<file path="src/rtl/fifo_pkg.sv">
// +----------------------------------------------------------------------------+
// | fifo_pkg: shared output-mode constants and pointer sizing for fifo2.       |
// | Rev 1.0                                                                    |
// +----------------------------------------------------------------------------+
`default_nettype none

package fifo_pkg;

    localparam int FIFO_MODE_REG  = 0;
    localparam int FIFO_MODE_FWFT = 1;

    // Pointer width is never allowed to collapse to zero bits.
    function automatic int fifo_ptr_w(input int depth);
        return ($clog2(depth) > 1) ? $clog2(depth) : 1;
    endfunction

endpackage

`default_nettype wire

</file>
<file path="src/rtl/fifo_wrap_ptr.sv">
// +----------------------------------------------------------------------------+
// | fifo_wrap_ptr: modulo-DEPTH index counter with synchronous clear.          |
// | Rev 1.0                                                                    |
// +----------------------------------------------------------------------------+
`default_nettype none

module fifo_wrap_ptr
    import fifo_pkg::*;
#(
    parameter int DEPTH = 16,
    localparam int PW   = fifo_ptr_w(DEPTH)
) (
    input  logic          clk,
    input  logic          rst_n,
    input  logic          clr,
    input  logic          inc,
    output logic [PW-1:0] ptr
);

    logic [PW-1:0] ptr_q;
    logic [PW-1:0] ptr_d;

    // Explicit wrap compare so DEPTH need not be a power of two.
    always_comb begin
        ptr_d = ptr_q;
        if (clr) begin
            ptr_d = '0;
        end else if (inc) begin
            ptr_d = (ptr_q == PW'(DEPTH - 1)) ? '0 : ptr_q + PW'(1);
        end
    end

    always_ff @(posedge clk or negedge rst_n) begin
        if (!rst_n) begin
            ptr_q <= '0;
        end else begin
            ptr_q <= ptr_d;
        end
    end

    assign ptr = ptr_q;

endmodule

`default_nettype wire

</file>
<file path="src/rtl/fifo2.sv">
// +----------------------------------------------------------------------------+
// | fifo2: single-clock FIFO, any depth >= 2, thresholds, sticky errors,       |
// | flush and FWFT / registered-read output. Rev 1.0                           |
// +----------------------------------------------------------------------------+
`default_nettype none

module fifo2
    import fifo_pkg::*;
#(
    parameter int WIDTH    = 8,
    parameter int DEPTH    = 16,
    parameter int AF_LEVEL = DEPTH - 2,
    parameter int AE_LEVEL = 2,
    parameter int FWFT     = FIFO_MODE_FWFT
) (
    input  logic                         clk,
    input  logic                         rst_n,
    input  logic                         clr,
    input  logic                         push,
    input  logic                         pop,
    input  logic [WIDTH-1:0]             d_in,
    output logic [WIDTH-1:0]             d_out,
    output logic                         d_valid,
    output logic                         full,
    output logic                         empty,
    output logic                         almost_full,
    output logic                         almost_empty,
    output logic [$clog2(DEPTH+1)-1:0]   count,
    output logic                         overflow,
    output logic                         underflow
);

    localparam int CW = $clog2(DEPTH + 1);
    localparam int PW = fifo_ptr_w(DEPTH);

    if (DEPTH < 2 || AE_LEVEL < 0 || AE_LEVEL >= AF_LEVEL || AF_LEVEL > DEPTH ||
        (FWFT != FIFO_MODE_FWFT && FWFT != FIFO_MODE_REG)) begin : g_bad_params
        $error("fifo2: illegal DEPTH / AF_LEVEL / AE_LEVEL / FWFT combination");
    end

    logic [CW-1:0]    count_q;
    logic [CW-1:0]    count_d;
    logic             ovf_q;
    logic             ovf_d;
    logic             unf_q;
    logic             unf_d;
    logic [PW-1:0]    wr_ptr;
    logic [PW-1:0]    rd_ptr;
    logic [WIDTH-1:0] mem_q [DEPTH];
    logic             push_ok;
    logic             pop_ok;

    // Flags decode only the registered count, keeping inputs off flag paths.
    assign full         = (count_q == CW'(DEPTH));
    assign empty        = (count_q == '0);
    assign almost_full  = (count_q >= CW'(AF_LEVEL));
    assign almost_empty = (count_q <= CW'(AE_LEVEL));
    assign count        = count_q;
    assign overflow     = ovf_q;
    assign underflow    = unf_q;

    assign push_ok = push && !full && !clr;
    assign pop_ok  = pop && !empty && !clr;

    always_comb begin
        count_d = count_q;
        ovf_d   = ovf_q;
        unf_d   = unf_q;
        if (clr) begin
            count_d = '0;
            ovf_d   = 1'b0;
            unf_d   = 1'b0;
        end else begin
            if (push && full) begin
                ovf_d = 1'b1;
            end
            if (pop && empty) begin
                unf_d = 1'b1;
            end
            if (push_ok && !pop_ok) begin
                count_d = count_q + CW'(1);
            end else if (pop_ok && !push_ok) begin
                count_d = count_q - CW'(1);
            end
        end
    end

    always_ff @(posedge clk or negedge rst_n) begin
        if (!rst_n) begin
            count_q <= '0;
            ovf_q   <= 1'b0;
            unf_q   <= 1'b0;
        end else begin
            count_q <= count_d;
            ovf_q   <= ovf_d;
            unf_q   <= unf_d;
        end
    end

    always_ff @(posedge clk) begin
        if (push_ok) begin
            mem_q[wr_ptr] <= d_in;
        end
    end

    fifo_wrap_ptr #(.DEPTH(DEPTH)) u_wr_ptr (
        .clk   (clk),
        .rst_n (rst_n),
        .clr   (clr),
        .inc   (push_ok),
        .ptr   (wr_ptr)
    );

    fifo_wrap_ptr #(.DEPTH(DEPTH)) u_rd_ptr (
        .clk   (clk),
        .rst_n (rst_n),
        .clr   (clr),
        .inc   (pop_ok),
        .ptr   (rd_ptr)
    );

    if (FWFT == FIFO_MODE_FWFT) begin : g_fwft
        assign d_out   = mem_q[rd_ptr];
        assign d_valid = !empty;
    end else begin : g_reg
        logic [WIDTH-1:0] dout_q;
        logic             dvalid_q;

        // pop_ok is already low under clr, so a flush drops d_valid and holds d_out.
        always_ff @(posedge clk or negedge rst_n) begin
            if (!rst_n) begin
                dout_q   <= '0;
                dvalid_q <= 1'b0;
            end else begin
                dvalid_q <= pop_ok;
                if (pop_ok) begin
                    dout_q <= mem_q[rd_ptr];
                end
            end
        end

        assign d_out   = dout_q;
        assign d_valid = dvalid_q;
    end

endmodule

`default_nettype wire

</file>
<file path="config.mk">
export PLATFORM = sky130hd
export DESIGN_NAME = fifo2
export DESIGN_NICKNAME = d
export VERILOG_FILES = /design/src/rtl/fifo_pkg.sv /design/src/rtl/fifo_wrap_ptr.sv /design/src/rtl/fifo2.sv
export SDC_FILE = /design/constraint.sdc
export NUM_CORES = 1
export LEC_CHECK = 0
export BUFFER_PORTS_ARGS = -buffer_cell sky130_fd_sc_hd__buf_2
export CORE_ASPECT_RATIO = 0.6
export CORE_UTILIZATION = 57
export CTS_BUF_LIST = sky130_fd_sc_hd__clkbuf_4
export DETAILED_ROUTE_END_ITERATION = 16
export PLACE_DENSITY = 0.75
export REMOVE_ABC_BUFFERS = 1
export SYNTH_ARGS = -nofsm -noshare
export SYNTH_HDL_FRONTEND = slang
export SYNTH_SLANG_ARGS = --single-unit
export TNS_END_PERCENT = 50
</file>
<file path="constraint.sdc">
create_clock -name clk -period 3.63 [get_ports clk]
set_clock_uncertainty 0.05 [all_clocks]
set_input_delay 0.363 -clock clk [delete_from_list [all_inputs] [get_ports clk]]
set_output_delay 0.363 -clock clk [all_outputs]
set_load 0.03 [all_outputs]
</file>
==> results.md <==
Outcome:
- The flow ran to the end, and the final reports show no timing, DRC or antenna violations.

Synthesis:
- The synthesized netlist devotes 4.747% of its cell area to compound gates.
- The parity-gate share of the synthesized area counting xor and xnor cells is 0.5907%.
- In the synthesized netlist, mux cells make up 13.95% of the area.
- The adder-cell share of the synthesized area is 2.236%.
- By area, the combinational part of the netlist is dominated by multiplexers.
- The mean area per synthesized cell is 17.81 um^2.
- The post-synthesis sequential area ratio is 71.14%.
- The total of warnings raised by yosys is 0.
- The area of the mapped netlist is 0.005931 mm^2.
- Synthesis instantiated 41 different standard cells from the library.
- The count of mapped cells out of synthesis is 333.
- In this run, synthesis produced a sequential element count of 143.
- Of the total synthesized cell area, the portion taken by AND, OR, NAND and NOR gates is 5.485%.

Setup path:
- The kind of start point of the critical path is a flop.
- Traced cell by cell, the critical path runs through buf_4 -> mux4_2 -> a22oi_1 -> nand2_1 -> buf_2.
- For this design, the slowest cell found on the critical path is sky130_fd_sc_hd__mux4_2.
- By startpoint and endpoint, the worst setup path is classified as reg -> out.
- The worst setup path is captured at an output port.
- At the worst endpoint, the required time is 3.22 ns.
- The count of buffer and inverter cells on the critical path is 2.
- Data arrives at the worst endpoint at 2.66 ns.
- For this run, the slowest stage of the critical path takes 0.58 ns.
- The maximum fanout along the worst path is 36.
- The flop-to-flop setup slack is 0.70 ns.
- Among cell families on the critical path, the largest total delay comes from buffers and inverters.

Clock network:
- The number of clock sinks seen by CTS is 143.
- The H-tree was split into 4 levels.
- Counting along the longest clock path gives a buffer depth of 2.
- Post-CTS timing repair inserted 0 buffers for setup.
- For the worst-skew pair, the clock arrives at the later sink with an insertion delay of 0.53 ns.
- The TritonCTS clock tree is yes.
- Clock-pin slew was measured on the worst setup and hold paths at 0.12 ns.
- In this run, CTS created clock tree buffers numbering 17.
- In this run the clock root is driven by a sky130_fd_sc_hd__clkbuf_4.

Global routing:
- The via count of the first global-routing pass is 3172.
- The aggregate global routing overflow is 0.
- Entering global routing, the biggest net connects 37 pins.
- Across every metal layer, demand over resource in global routing totals 23.73%.
- The first-pass GRT wire length is 17.77 mm.
- The number of antenna violations at the first check in global routing was 0.

Power and ir drop:
- In this run switching power makes up 31.19% of total power.
- The switching power total is 1.284 mW.
- The fraction of power consumed by sequential logic is 46.7%.
- The internal portion of total power is 2.833 mW.
- VDD sags by at most 0.0003340 V.
- The total power density per cell area is 624.9 mW/mm^2.
- The share of total power in the clock network is 27.2%.
- The leakage power total is 2.235 nW.
- The proportion of power drawn by combinational gates is 26.2%.

Timing:
- In this run the tightest slew margin relative to its limit is 37.43%.
- The final critical-path setup slack is 0.5585 ns.
- The number of hold-slack violations in the final timing report is 0.
- The highest clock frequency the design can meet is 325.6 MHz.
- At the pin with the least slew margin, the transition time is 0.9351 ns.
- The final count of pins violating max slew came to 0.
- Setup violations remaining at the end of the flow were counted as 0.
- The clock period could shrink to 3.071 ns.
- In the finished design, the share of the clock period the worst path needs comes to 84.61%.
- After routing, the total negative slack on setup checks comes to 0 ns.
- Setup repair after global routing left no endpoint under its margin.

Floorplanning:
- The width of the die is 133.7 um.
- The area of the core is 0.009985 mm^2.
- For this configuration, the core starts out at a cell density of 59.40%.
- The area of the die is 0.01083 mm^2.
- Pin placement for this block handled 33 I/O pins.
- The floorplan die height is 81.01 um.
- The floorplan has 28 rows.

Drt:
- In the routed design, unresolved DRC markers number 0.
- The total vias in the final route is 3186.
- After detailed routing, the number of vias per cell comes to 6.069.
- The first detailed-routing pass took 7 iterations.
- The routed length per instance is 21.67 um.
- In this run the remaining antenna-violating nets after routing total 0.
- Summed over all layers, the routed wires come to 11.38 mm.
- For this block, the initial DRC count from the detailed router was 260.

Layout:
- The number of antenna diodes in the final layout is 0.
- The layout has 713 filler cells.
- The number of nets in the finished design is 400.
- From synthesis to final layout, the design area changed by 11.08%.
- The fraction of final layout cells with drive strength greater than 1 is 28.97%.

Placed design:
- The final RePlAce weighted congestion is 0.7952.
- The number of port buffers is 32.
- The post-detailed-placement half-perimeter wirelength is 7.621 mm.
- The post-placement worst setup slack is 0.7574 ns.

Hold path:
- The worst min-delay path category is in -> reg.

Job:
- The tool flagged a number of max-cap violations equal to 0.
[through the flow]
step / hold slack, ns / util [%] / power [mW] / instances / instance area [um^2]
floorplan: 0.01741 / - / 2.731 / 315 / 5847
global placement: 0.2414 / 62.62 / 3.008 / 492 / 6252
CTS: 0.08591 / 65.98 / 4.147 / 525 / 6588
finish: 0.1263 / 65.98 / 4.117 / 525 / 6588
global route: 0.1071 / 65.98 / 4.304 / 525 / 6588
detailed placement: 0.2470 / 62.62 / 3.036 / 492 / 6252
[flip-flops by register name, summed over array words and instances, names as in the netlist]
| register | cells |
|---|---|
| mem_q | 128 |
| overflow | 1 |
| underflow | 1 |
| u_wr_ptr.ptr | 4 |
| u_rd_ptr.ptr | 4 |
| count | 5 |
[layout by cell type, fill, tap and decap left out, drive strengths merged, types with 3 or more instances in the layout]
| cell | synthesis | layout |
|---|---|---|
| edfxtp | 128 | 128 |
| buf | 12 | 42 |
| mux4 | 32 | 32 |
| nor2 | 29 | 29 |
| nand2 | 20 | 20 |
| clkbuf | 6 | 18 |
| a22oi | 16 | 16 |
| dfrtp | 15 | 15 |
| a21oi | 12 | 12 |
| ha | 9 | 9 |
| inv | 7 | 9 |
| nor3 | 5 | 5 |
| mux2i | 5 | 5 |
| clkinv | 0 | 5 |
| o211ai | 4 | 4 |
| bufinv | 0 | 4 |
| nand3 | 4 | 4 |
| mux2 | 4 | 4 |
| nor2b | 3 | 3 |
| clkinvlp | 0 | 3 |
[worst reg2reg max path, stage by stage (launching register included)]
cell and delay (ns):
sky130_fd_sc_hd__dfrtp_1 0.49, sky130_fd_sc_hd__or4_1 0.76, sky130_fd_sc_hd__o21ai_4 0.25, sky130_fd_sc_hd__nand2_1 0.18, sky130_fd_sc_hd__ha_1 0.43, sky130_fd_sc_hd__nand3_1 0.11
sky130_fd_sc_hd__nand2_1 0.15, sky130_fd_sc_hd__mux2_2 0.35, sky130_fd_sc_hd__nand4b_1 0.09
[cell families after synthesis]
kind of cell               Yosys count
adders and majority gates           10
and+or+nand+nor                     71
muxes                               41
DFF                                143
AOI/OAI and AO/OA                   39
buffers and inverters               25
xor gates and xnor gates             4
[area by class of cell]
| type | instances | area [um^2] | area share, % |
|---|---|---|---|
| flip-flops and latches | 143 | 4220 | 64.06 |
| repair buffers | 43 | 245.2 | 3.723 |
| clock inverters | 14 | 190.2 | 2.887 |
| multi-input cells | 165 | 1602 | 24.31 |
| clock buffers | 18 | 135.1 | 2.051 |
| inverters | 7 | 26.28 | 0.3989 |
| well taps | 135 | 168.9 | 2.564 |
[routing by layer]
metal | global-route usage (%) | vias up | share of wire [%]
li1 | - | 1420 | -
met1 | 36.11 | 1631 | 48
met2 | 32.97 | 119 | 43
met3 | 6.367 | 16 | 7.1
met4 | 8.977 | 0 | 1.3
met5 | 0 | - | 0
[path summary, 6_finish.rpt]
| kind | start | endpoint | depth (start not counted) |
|---|---|---|---|
| max | u_rd_ptr.ptr[0]$_DFFE_PN0P_ | d_out[2] | 5 |
| max in group asynchronous | rst_n | u_rd_ptr.ptr[0]$_DFFE_PN0P_ | 2 |
| min | push | overflow$_DFFE_PN0P_ | 3 |
| min reg2reg | overflow$_DFFE_PN0P_ | overflow$_DFFE_PN0P_ | 2 |
| max reg2reg | count[1]$_DFFE_PN0P_ | count[4]$_DFFE_PN0P_ | 8 |
| min in group asynchronous | rst_n | count[2]$_DFFE_PN0P_ | 2 |
[repair_timing]
action	4_1_cts	5_1_grt
endpoints found under the hold margin	15	0
gates resized for setup	0	0
hold buffers	1	0
[synth_stat cells]
| cell | number | area, um^2 |
|---|---|---|
| sky130_fd_sc_hd__a22oi_1 | 16 | 120.1 |
| sky130_fd_sc_hd__a31oi_1 | 1 | 6.260 |
| sky130_fd_sc_hd__o41ai_1 | 1 | 8.760 |
| sky130_fd_sc_hd__buf_2 | 7 | 35.03 |
| sky130_fd_sc_hd__nand2b_1 | 1 | 6.260 |
| sky130_fd_sc_hd__ha_1 | 9 | 112.6 |
| sky130_fd_sc_hd__nor4_2 | 1 | 12.51 |
| sky130_fd_sc_hd__xor2_1 | 2 | 17.52 |
| sky130_fd_sc_hd__nand4b_1 | 1 | 8.760 |
| sky130_fd_sc_hd__a2111oi_0 | 1 | 8.760 |
| sky130_fd_sc_hd__nand2_1 | 20 | 75.07 |
| sky130_fd_sc_hd__nor2_1 | 29 | 108.9 |
| sky130_fd_sc_hd__mux2_4 | 3 | 45.04 |
| sky130_fd_sc_hd__xnor2_1 | 2 | 17.52 |
| sky130_fd_sc_hd__edfxtp_1 | 128 | 3844 |
| sky130_fd_sc_hd__dfrtp_1 | 15 | 375.4 |
| sky130_fd_sc_hd__a21oi_1 | 11 | 55.05 |
| sky130_fd_sc_hd__clkbuf_1 | 6 | 22.52 |
| sky130_fd_sc_hd__o21ai_0 | 1 | 5.000 |
| sky130_fd_sc_hd__or4_1 | 1 | 7.510 |
| sky130_fd_sc_hd__nor4_1 | 1 | 6.260 |
| sky130_fd_sc_hd__nand4_1 | 2 | 12.51 |
| sky130_fd_sc_hd__o21bai_1 | 1 | 7.510 |
| sky130_fd_sc_hd__mux2_2 | 1 | 11.26 |
| sky130_fd_sc_hd__a211oi_1 | 1 | 7.510 |
| sky130_fd_sc_hd__or3_1 | 1 | 6.260 |
| sky130_fd_sc_hd__a21oi_4 | 1 | 16.27 |
| sky130_fd_sc_hd__and2_1 | 1 | 6.260 |
| sky130_fd_sc_hd__nand3_1 | 3 | 15.01 |
| sky130_fd_sc_hd__o211ai_1 | 4 | 30.03 |
| sky130_fd_sc_hd__buf_6 | 1 | 11.26 |
| sky130_fd_sc_hd__fa_1 | 1 | 20.02 |
| sky130_fd_sc_hd__inv_1 | 7 | 26.28 |
| sky130_fd_sc_hd__and3_1 | 1 | 6.260 |
| sky130_fd_sc_hd__buf_1 | 4 | 15.01 |
| sky130_fd_sc_hd__mux4_2 | 32 | 720.7 |
| sky130_fd_sc_hd__mux2i_1 | 5 | 50.05 |
| sky130_fd_sc_hd__nand3_2 | 1 | 10.01 |
| sky130_fd_sc_hd__o21ai_4 | 1 | 16.27 |
| sky130_fd_sc_hd__nor2b_1 | 3 | 18.77 |
| sky130_fd_sc_hd__nor3_1 | 5 | 25.02 |
[power groups by stage]
stage          Combinational (mW)  Clock [mW]  Sequential [mW]
2_1_floorplan               0.654           0             2.08
3_3_place_gp                 1.06           0             1.95
3_5_place_dp                 1.08           0             1.96
4_1_cts                      1.09        1.14             1.92
5_1_grt                      1.16        1.21             1.93
6_report                     1.08        1.12             1.92
Power figures use the tool's default switching activity.
